<file path="src/rtl/asrv32_pkg.sv">
// Shared RV32I decode definitions: base opcodes, one-hot class bit
// positions used on o_opcode, and the immediate format selector.
package asrv32_pkg;

   localparam logic [6:0] OPC_LOAD   = 7'b0000011;
   localparam logic [6:0] OPC_STORE  = 7'b0100011;
   localparam logic [6:0] OPC_OPIMM  = 7'b0010011;
   localparam logic [6:0] OPC_OP     = 7'b0110011;
   localparam logic [6:0] OPC_BRANCH = 7'b1100011;
   localparam logic [6:0] OPC_JAL    = 7'b1101111;
   localparam logic [6:0] OPC_JALR   = 7'b1100111;
   localparam logic [6:0] OPC_LUI    = 7'b0110111;
   localparam logic [6:0] OPC_AUIPC  = 7'b0010111;
   localparam logic [6:0] OPC_SYSTEM = 7'b1110011;
   localparam logic [6:0] OPC_FENCE  = 7'b0001111;

   localparam int CLS_LOAD   = 0;
   localparam int CLS_STORE  = 1;
   localparam int CLS_OPIMM  = 2;
   localparam int CLS_OP     = 3;
   localparam int CLS_BRANCH = 4;
   localparam int CLS_JAL    = 5;
   localparam int CLS_JALR   = 6;
   localparam int CLS_LUI    = 7;
   localparam int CLS_AUIPC  = 8;
   localparam int CLS_SYSTEM = 9;
   localparam int CLS_FENCE  = 10;
   localparam int NUM_CLS    = 11;

   typedef enum logic [2:0] {
      FMT_NONE = 3'd0,
      FMT_I    = 3'd1,
      FMT_S    = 3'd2,
      FMT_B    = 3'd3,
      FMT_U    = 3'd4,
      FMT_J    = 3'd5
   } fmt_e;

endpackage

</file>
<file path="src/rtl/asrv32_imm_gen.sv">
// Combinational RV32I immediate extraction: instruction word plus format
// selector in, sign-extended 32-bit immediate out (0 for FMT_NONE).
module asrv32_imm_gen
   import asrv32_pkg::*;
(
   input  logic [31:0] i_inst,
   input  logic [2:0]  i_fmt,
   output logic [31:0] o_imm
);

   // Assemble the immediate for the selected encoding format
   always_comb begin
      o_imm = 32'd0;
      case (i_fmt)
         FMT_I: o_imm = {{20{i_inst[31]}}, i_inst[31:20]};
         FMT_S: o_imm = {{20{i_inst[31]}}, i_inst[31:25], i_inst[11:7]};
         FMT_B: o_imm = {{19{i_inst[31]}}, i_inst[31], i_inst[7],
                         i_inst[30:25], i_inst[11:8], 1'b0};
         FMT_U: o_imm = {i_inst[31:12], 12'd0};
         FMT_J: o_imm = {{11{i_inst[31]}}, i_inst[31], i_inst[19:12],
                         i_inst[20], i_inst[30:21], 1'b0};
         default: o_imm = 32'd0;
      endcase
   end

endmodule

</file>
<file path="src/rtl/asrv32_decoder.sv">
// RV32I decode stage: one register stage between fetch and execute with
// stall/flush handshake. Register-file read addresses leave combinationally
// so operands arrive alongside the registered decode.
// Optional feature: define ASRV32_ILLEGAL_CHECK_EN to flag illegal encodings
// on o_illegal; otherwise o_illegal is tied low.
module asrv32_decoder
   import asrv32_pkg::*;
#(
   parameter int PC_WIDTH = 32
) (
   input  logic                i_clk,
   input  logic                i_rst_n,
   input  logic [31:0]         i_inst,
   input  logic [PC_WIDTH-1:0] i_pc,
   input  logic                i_ce,
   input  logic                i_stall,
   input  logic                i_flush,
   output logic [4:0]          o_rs1_addr,
   output logic [4:0]          o_rs2_addr,
   output logic                o_ce_rd,
   output logic [4:0]          o_rd_addr,
   output logic [31:0]         o_imm,
   output logic [2:0]          o_funct3,
   output logic [10:0]         o_opcode,
   output logic                o_alt,
   output logic [PC_WIDTH-1:0] o_pc,
   output logic                o_ce,
   output logic                o_stall,
   output logic                o_illegal
);

   logic [4:0]          rd_addr_q, rd_addr_d;
   logic [31:0]         imm_q, imm_d;
   logic [2:0]          funct3_q;
   logic [NUM_CLS-1:0]  opcode_q, opcode_d;
   logic                alt_q, alt_d;
   logic [PC_WIDTH-1:0] pc_q;
   logic                ce_q;
   fmt_e                fmt_d;
   logic                stall;
   logic                accept;

   // Hold only while a valid instruction sits here; a flush always frees the stage
   assign stall  = i_stall & ce_q & ~i_flush;
   assign accept = i_ce & ~stall & ~i_flush;

   assign o_rs1_addr = i_inst[19:15];
   assign o_rs2_addr = i_inst[24:20];
   assign o_ce_rd    = i_ce & ~stall;
   assign o_stall    = stall;

   assign o_rd_addr = rd_addr_q;
   assign o_imm     = imm_q;
   assign o_funct3  = funct3_q;
   assign o_opcode  = opcode_q;
   assign o_alt     = alt_q;
   assign o_pc      = pc_q;
   assign o_ce      = ce_q;

   // Classify the opcode, pick immediate format, rd override and alt bit
   always_comb begin
      opcode_d  = '0;
      fmt_d     = FMT_NONE;
      rd_addr_d = i_inst[11:7];
      alt_d     = 1'b0;
      case (i_inst[6:0])
         OPC_LOAD: begin
            opcode_d[CLS_LOAD] = 1'b1;
            fmt_d              = FMT_I;
         end
         OPC_STORE: begin
            opcode_d[CLS_STORE] = 1'b1;
            fmt_d               = FMT_S;
            rd_addr_d           = 5'd0;
         end
         OPC_OPIMM: begin
            opcode_d[CLS_OPIMM] = 1'b1;
            fmt_d               = FMT_I;
            // inst[30] is only an opcode modifier for SLLI/SRLI/SRAI
            alt_d = i_inst[30] & (i_inst[13:12] == 2'b01);
         end
         OPC_OP: begin
            opcode_d[CLS_OP] = 1'b1;
            alt_d            = i_inst[30];
         end
         OPC_BRANCH: begin
            opcode_d[CLS_BRANCH] = 1'b1;
            fmt_d                = FMT_B;
            rd_addr_d            = 5'd0;
         end
         OPC_JAL: begin
            opcode_d[CLS_JAL] = 1'b1;
            fmt_d             = FMT_J;
         end
         OPC_JALR: begin
            opcode_d[CLS_JALR] = 1'b1;
            fmt_d              = FMT_I;
         end
         OPC_LUI: begin
            opcode_d[CLS_LUI] = 1'b1;
            fmt_d             = FMT_U;
         end
         OPC_AUIPC: begin
            opcode_d[CLS_AUIPC] = 1'b1;
            fmt_d               = FMT_U;
         end
         OPC_SYSTEM: begin
            opcode_d[CLS_SYSTEM] = 1'b1;
            fmt_d                = FMT_I;
         end
         OPC_FENCE: begin
            opcode_d[CLS_FENCE] = 1'b1;
            rd_addr_d           = 5'd0;
         end
         default: ;
      endcase
   end

   asrv32_imm_gen u_imm_gen (
      .i_inst (i_inst),
      .i_fmt  (fmt_d),
      .o_imm  (imm_d)
   );

   // Stage register: flush clears valid, stall holds, accept loads, else drain
   always_ff @(posedge i_clk or negedge i_rst_n) begin
      if (!i_rst_n) begin
         ce_q      <= 1'b0;
         rd_addr_q <= 5'd0;
         imm_q     <= 32'd0;
         funct3_q  <= 3'd0;
         opcode_q  <= '0;
         alt_q     <= 1'b0;
         pc_q      <= '0;
      end else if (i_flush) begin
         ce_q <= 1'b0;
      end else if (stall) begin
         ce_q <= ce_q;
      end else if (accept) begin
         ce_q      <= 1'b1;
         rd_addr_q <= rd_addr_d;
         imm_q     <= imm_d;
         funct3_q  <= i_inst[14:12];
         opcode_q  <= opcode_d;
         alt_q     <= alt_d;
         pc_q      <= i_pc;
      end else begin
         ce_q <= 1'b0;
      end
   end

`ifdef ASRV32_ILLEGAL_CHECK_EN
   logic illegal_q, illegal_d;

   // Unknown class, non-32-bit encoding, or an OP funct7 outside ADD/SUB space
   always_comb begin
      illegal_d = (opcode_d == '0) ||
                  (i_inst[1:0] != 2'b11) ||
                  (opcode_d[CLS_OP] && (i_inst[31:25] != 7'h00) &&
                   (i_inst[31:25] != 7'h20));
   end

   // Illegal flag follows the stage register; flush clears it
   always_ff @(posedge i_clk or negedge i_rst_n) begin
      if (!i_rst_n) begin
         illegal_q <= 1'b0;
      end else if (i_flush) begin
         illegal_q <= 1'b0;
      end else if (accept) begin
         illegal_q <= illegal_d;
      end
   end

   assign o_illegal = illegal_q;
`else
   assign o_illegal = 1'b0;
`endif

endmodule

</file>
<file path="config.mk">
export PLATFORM = sky130hd
export DESIGN_NAME = asrv32_decoder
export DESIGN_NICKNAME = d
export VERILOG_FILES = /design/src/rtl/asrv32_pkg.sv /design/src/rtl/asrv32_imm_gen.sv /design/src/rtl/asrv32_decoder.sv
export SDC_FILE = /design/constraint.sdc
export NUM_CORES = 1
export LEC_CHECK = 0
export BUFFER_PORTS_ARGS = -buffer_cell sky130_fd_sc_hd__buf_2
export CORE_MARGIN = 5
export CORE_UTILIZATION = 42
export CTS_CLUSTER_DIAMETER = 80
export DETAILED_ROUTE_END_ITERATION = 7
export GPL_ROUTABILITY_DRIVEN = 0
export HOLD_SLACK_MARGIN = 0.05
export PLACE_DENSITY = 0.79
export SLEW_MARGIN = 20
export SYNTH_ARGS = -nofsm -noshare
export SYNTH_HDL_FRONTEND = slang
export SYNTH_SLANG_ARGS = --single-unit
</file>
<file path="constraint.sdc">
create_clock -name i_clk -period 1.45 [get_ports i_clk]
set_input_delay 0.2175 -clock i_clk [delete_from_list [all_inputs] [get_ports i_clk]]
set_output_delay 0.2175 -clock i_clk [all_outputs]
set_load 0.01 [all_outputs]
</file>
Yosys cells after proc, flatten, opt, wreduce, memory -nomap -nowiden
Cells that the tools add are included.

Bits in registers: 85. Output and inout bits: 98. Logic and storage cells: 54.

Equality and inequality tests: 18. Mux-type cells: 18. Bitwise logic cells: 7. Reduce and logical (&&, ||, !) cells: 4.

Operators with widths (count): 32-bit one-hot mux with 5 select lines (1); 7-bit == test, second input constant (4); 7-bit by 6-bit == test with 1-bit output, second input constant (3); 3-bit one-hot mux with 5 select lines (1); 7-bit by 5-bit == test with 1-bit output, second input constant (2); 1-bit two-way mux (14); 7-bit by 2-bit == test with 1-bit output, second input constant (1); 7-bit by 4-bit == test with 1-bit output, second input constant (1); 3-bit by 2-bit == test with 1-bit output, second input constant (2); 3-bit == test, second input constant (2); 1-bit AND (5); 5-bit two-way mux (1); 4-bit OR reduction (1); 3-bit by 1-bit == test with 1-bit output, second input constant (1); 3-bit AND reduction (1); 3-bit OR reduction (1); 2-bit by 1-bit == test with 1-bit output, second input constant (1); 2-bit inequality test, second input constant (1); 1-bit NOT (2); 1-bit one-hot mux with 2 select lines (1); 2-bit OR reduction (1).

Longest topological paths before layout
Depth after elaboration: 8. Gate-level depth with buffers: 8. Depth with buffers taken out: 5.

Cells and area by module
A second synthesis with hierarchy kept.

Cell total of the unflattened synthesis: 301. Area total of the unflattened synthesis: 3905.0 um^2.

Modules (own cells, without submodules): asrv32_decoder (times used 1, cells an instance 235, area an instance 3514.6 um^2, sequential area each 2127.0 um^2); asrv32_imm_gen (times used 1, cells an instance 66, area an instance 390.4 um^2, sequential area each 0.0 um^2).

Worst setup path before layout
No wires, ideal clock.

Path type: reg-to-reg. Start: register ce_q (netlist: o_ce). End: register opcode_q[4] (netlist: o_opcode[4]). Setup time: 0.095 ns. Data arrival time: 1.364 ns. Required time: 1.355 ns. Slack: -0.009 ns. Cell stages (with the launch flop): 5. Buffers on the path: 0. Cells stage by stage: dfrtp_1 nand2_1 nand3b_1 or4_1 o31ai_1.

Cells in the longest elaborated chain, start to end: 6.

Ends and longest elaborated chain: start, declared (RTL line asrv32_decoder.sv:38) `logic ce_q;`; start signal, assigned (RTL line asrv32_decoder.sv:138) `ce_q <= ce_q;`; 1-bit AND * (2 in a row) (RTL line asrv32_decoder.sv:44) `assign stall = i_stall & ce_q & ~i_flush;`; 1-bit NOT (no source line) *; 1-bit AND (2 in a row) (RTL line asrv32_decoder.sv:45) `assign accept = i_ce & ~stall & ~i_flush;`; 3-bit AND reduction (no source line) *; end signal, assigned (RTL line asrv32_decoder.sv:144) `opcode_q <= opcode_d;`; end, declared (RTL line asrv32_decoder.sv:35) `logic [NUM_CLS-1:0] opcode_q, opcode_d;`.

Every way passes the cells marked *; elsewhere a longest branch is shown, timed or not. A chain may end at the register's enable or synchronous reset.

Final worst setup path
Ends and elaborated chain as after synthesis.

==> summary.txt <==
Min path
  • Worst hold start: i_pc[22]
  • WHS Endpoint: o_pc[22]
  • Worst min-delay path category: input port to flip-flop
  • Hold depth: 3

Layout
  • Ant. Diodes: 0
  • Commonest non-fill, non-tap cells in the layout: buf_2 (164), nand2_1 (145), dfrtp_1 (85), buf_4 (31), nor2_1 (21)
  • Post-route design area: 5340 um2
  • Fillers: 736
  • Register area: 2130 um2
  • Area of the multi-input gates: 1470 um2
  • Layout area overhead: 44.4%
  • Utilization after layout: 0.619
  • # nets final: 659
  • Final Non-Filler Cells: 702
  • Most common cell after layout, fill and taps aside: buf_2
  • Layout cells sized above 1: 0.418

Placement
  • Post-DP HPWL: 7.99 mm
  • Pre-CTS setup slack: -208 ps
  • Placed cell count: 670
  • Port Buffers: 165
  • Placed cell area: 4800 um2

Run status
  • Failing checks: negative setup slack
  • Run status: finished with violations

Yosys
  • Synth Net Count: 464
  • Post-synthesis sequential area ratio: 0.575
  • Post-synthesis cell area: 3700 um2
  • Syn Area/Cell: 9.36 um2
  • Number of flops mapped to enable cells by yosys: 0
  • Netlist cell types: 43
  • Synth Warn #: 0
  • Top_reg_cell synth: dfrtp_1
  • Synth Register Bits: 85
  • Synth top area share: 0.575
  • Synthesized netlist cell count: 395
  • Asr flop ratio synth: 1.00
  • Cells taking the most area after synthesis: dfrtp_1 (58%), nand2_1 (15%), a22o_1 (3.1%)
  • Area leader, netlist: dfrtp_1

Power
  • VDD IR max: 0.566 mV
  • P_leak: ~2.8 nW
  • Pwr/cell area: 1100 nW/um2
  • Design Power: around 5.9 mW

STA
  • Relative slew slack: 0.669
  • Crit path time final: 1480 ps
  • Slew Limit Fails: 0
  • Clk_skew: approximately 8.0 ps
  • Final Hold Fails: 0
  • Peak Freq: 0.674 GHz
  • Final setup fails: 8
  • RSZ-0062 raised after global routing: yes
  • Worst Tran Pin Value: 485 ps
  • Final period util: 1.02
  • Total negative slack: -196 ps
  • Min Hold Slack: 59.9 ps
  • Final WS setup: -34.3 ps

Clock network
  • H-Tree Depth: 3
  • Clk_lat worst skew: roughly 350 ps
  • Num CTS Buffers: 9
  • CTS Sinks: 85
  • CTS tree: done
  • Clock buffer depth: 2
  • CTS clk-pin slew, worst paths: 80 ps
  • Root Driver: clkbuf_8

Drt
  • Via count: approximately 3,600
  • Routed vias/inst: 5.11
  • # DRC: 0
  • Final ANT Viol Nets: 0
  • Routed WL per cell: 15.8 um
  • Drt total wl: between 10 and 15 mm
  • DR pass1 iterations: 4
  • Iter 0 DRT Violations: ~150

Critical path
  • CP Capture Type: flip-flop
  • CP Launch Point: o_ce
  • Worst Path Required: 1710 ps
  • CP max FO: 3
  • R2R Setup Slk: -30 ps
  • Worst r2r src: o_ce
  • Crit Path Class: flip-flop to flip-flop
  • R2R depth: 4
  • CP arrival: 1740 ps
  • Worst R2R End: o_opcode[4]
  • Startpoint Class: flip-flop

Floorplanning
  • Die X: 104 um
  • Row count: 34
  • Core area: 8640 um2
  • Die area: 10,800 um2
  • I/O pin count: 167
  • Initial Util: 0.428
  • Die Y: 104 um

GRT
  • First-pass GRT wire length: roughly 18 mm
  • Vias in the first global route: 3,515
  • Initial antenna violation count: 0
  • Largest net degree at the start of global routing: 45
  • Grt ovf: 0
  • Tot GR Track Use: 0.200

Flow run
  • Maxcap violations: 0
==> critical path, stage by stage (launching register included) <==
cell	delay (ps)
dfrtp_1	400
nand2_2	80
nand3b_1	200
or4_4	480
o31ai_2	240
==> area by class of cell <==
class | instances | share of cell area
Clock buffer | 11 | 0.0246
Clock inverter | 4 | 0.0183
Inverter | 2 | 0.00141
Multi-Input combinational cell | 274 | 0.275
Sequential cell | 85 | 0.398
Tap cell | 108 | 0.0253
Timing Repair Buffer | 218 | 0.257
==> cells by family (layout without fill, tap and decap cells) <==
| kind of cell | count (synthesis) | after routing | synth area share |
|---|---|---|---|
| simple gates | 199 | 200 | 0.232 |
| flops | 85 | 85 | 0.575 |
| compound gates | 72 | 72 | 0.131 |
| buf+inv | 37 | 235 | 0.0578 |
| other cells | 1 | 1 | 0.00101 |
| mux | 1 | 1 | 0.00304 |
==> cell usage after synthesis (all sizes together), types with 2 or more instances <==
library cell	number
nand2	146
dfrtp	85
a21oi	26
buf	25
nor2	24
o21ai	20
a22o	13
clkbuf	10
nand3	6
a221oi	4
and2	3
nor2b	3
and3b	2
inv	2
nand3b	2
nor3	2
nor3b	2
o2111ai	2
o31ai	2
or3	2
or4	2
==> per-layer routing <==
layer / global-route usage / vias up / part of all wire
li1: - / 1692 / -
met1: 0.251 / 1707 / 0.41
met2: 0.329 / 163 / 0.49
met3: 0.0460 / 25 / 0.074
met4: 0.0888 / 0 / 0.027
met5: 0 / - / 0
==> registers in the layout, summed over array words and instances, names as in the netlist <==
| register | count |
|---|---|
| o_ce | 1 |
| o_funct3 | 3 |
| o_pc | 32 |
| o_alt | 1 |
| o_opcode | 11 |
| o_rd_addr | 5 |
| o_imm | 32 |
==> how the worst max path moves through the flow <==
stage                        end  cells past startpoint
floorplan            o_opcode[4]                      4
global placement    o_rd_addr[3]                      5
detailed placement  o_rd_addr[2]                      5
CTS                     o_imm[6]                      6
global route         o_opcode[4]                      4
finish               o_opcode[4]                      4
==> repair_timing <==
action,4_1_cts,5_1_grt
resized for setup,7,21
endpoints found under the hold margin,40,0
setup endpoints to repair,38,54
setup buffers,2,0
hold buffers,12,0
pin swaps,4,6
cloned,1,2
==> power breakdown <==
part / internal, mW / leakage [nW] / switching (mW) / total [mW]
sequential: 2.62 / 1.09 / 0.130 / 2.75
clock: 1.14 / 0.110 / 0.823 / 1.96
combinational: 0.518 / 1.65 / 0.658 / 1.18
Power figures use the tool's default switching activity.
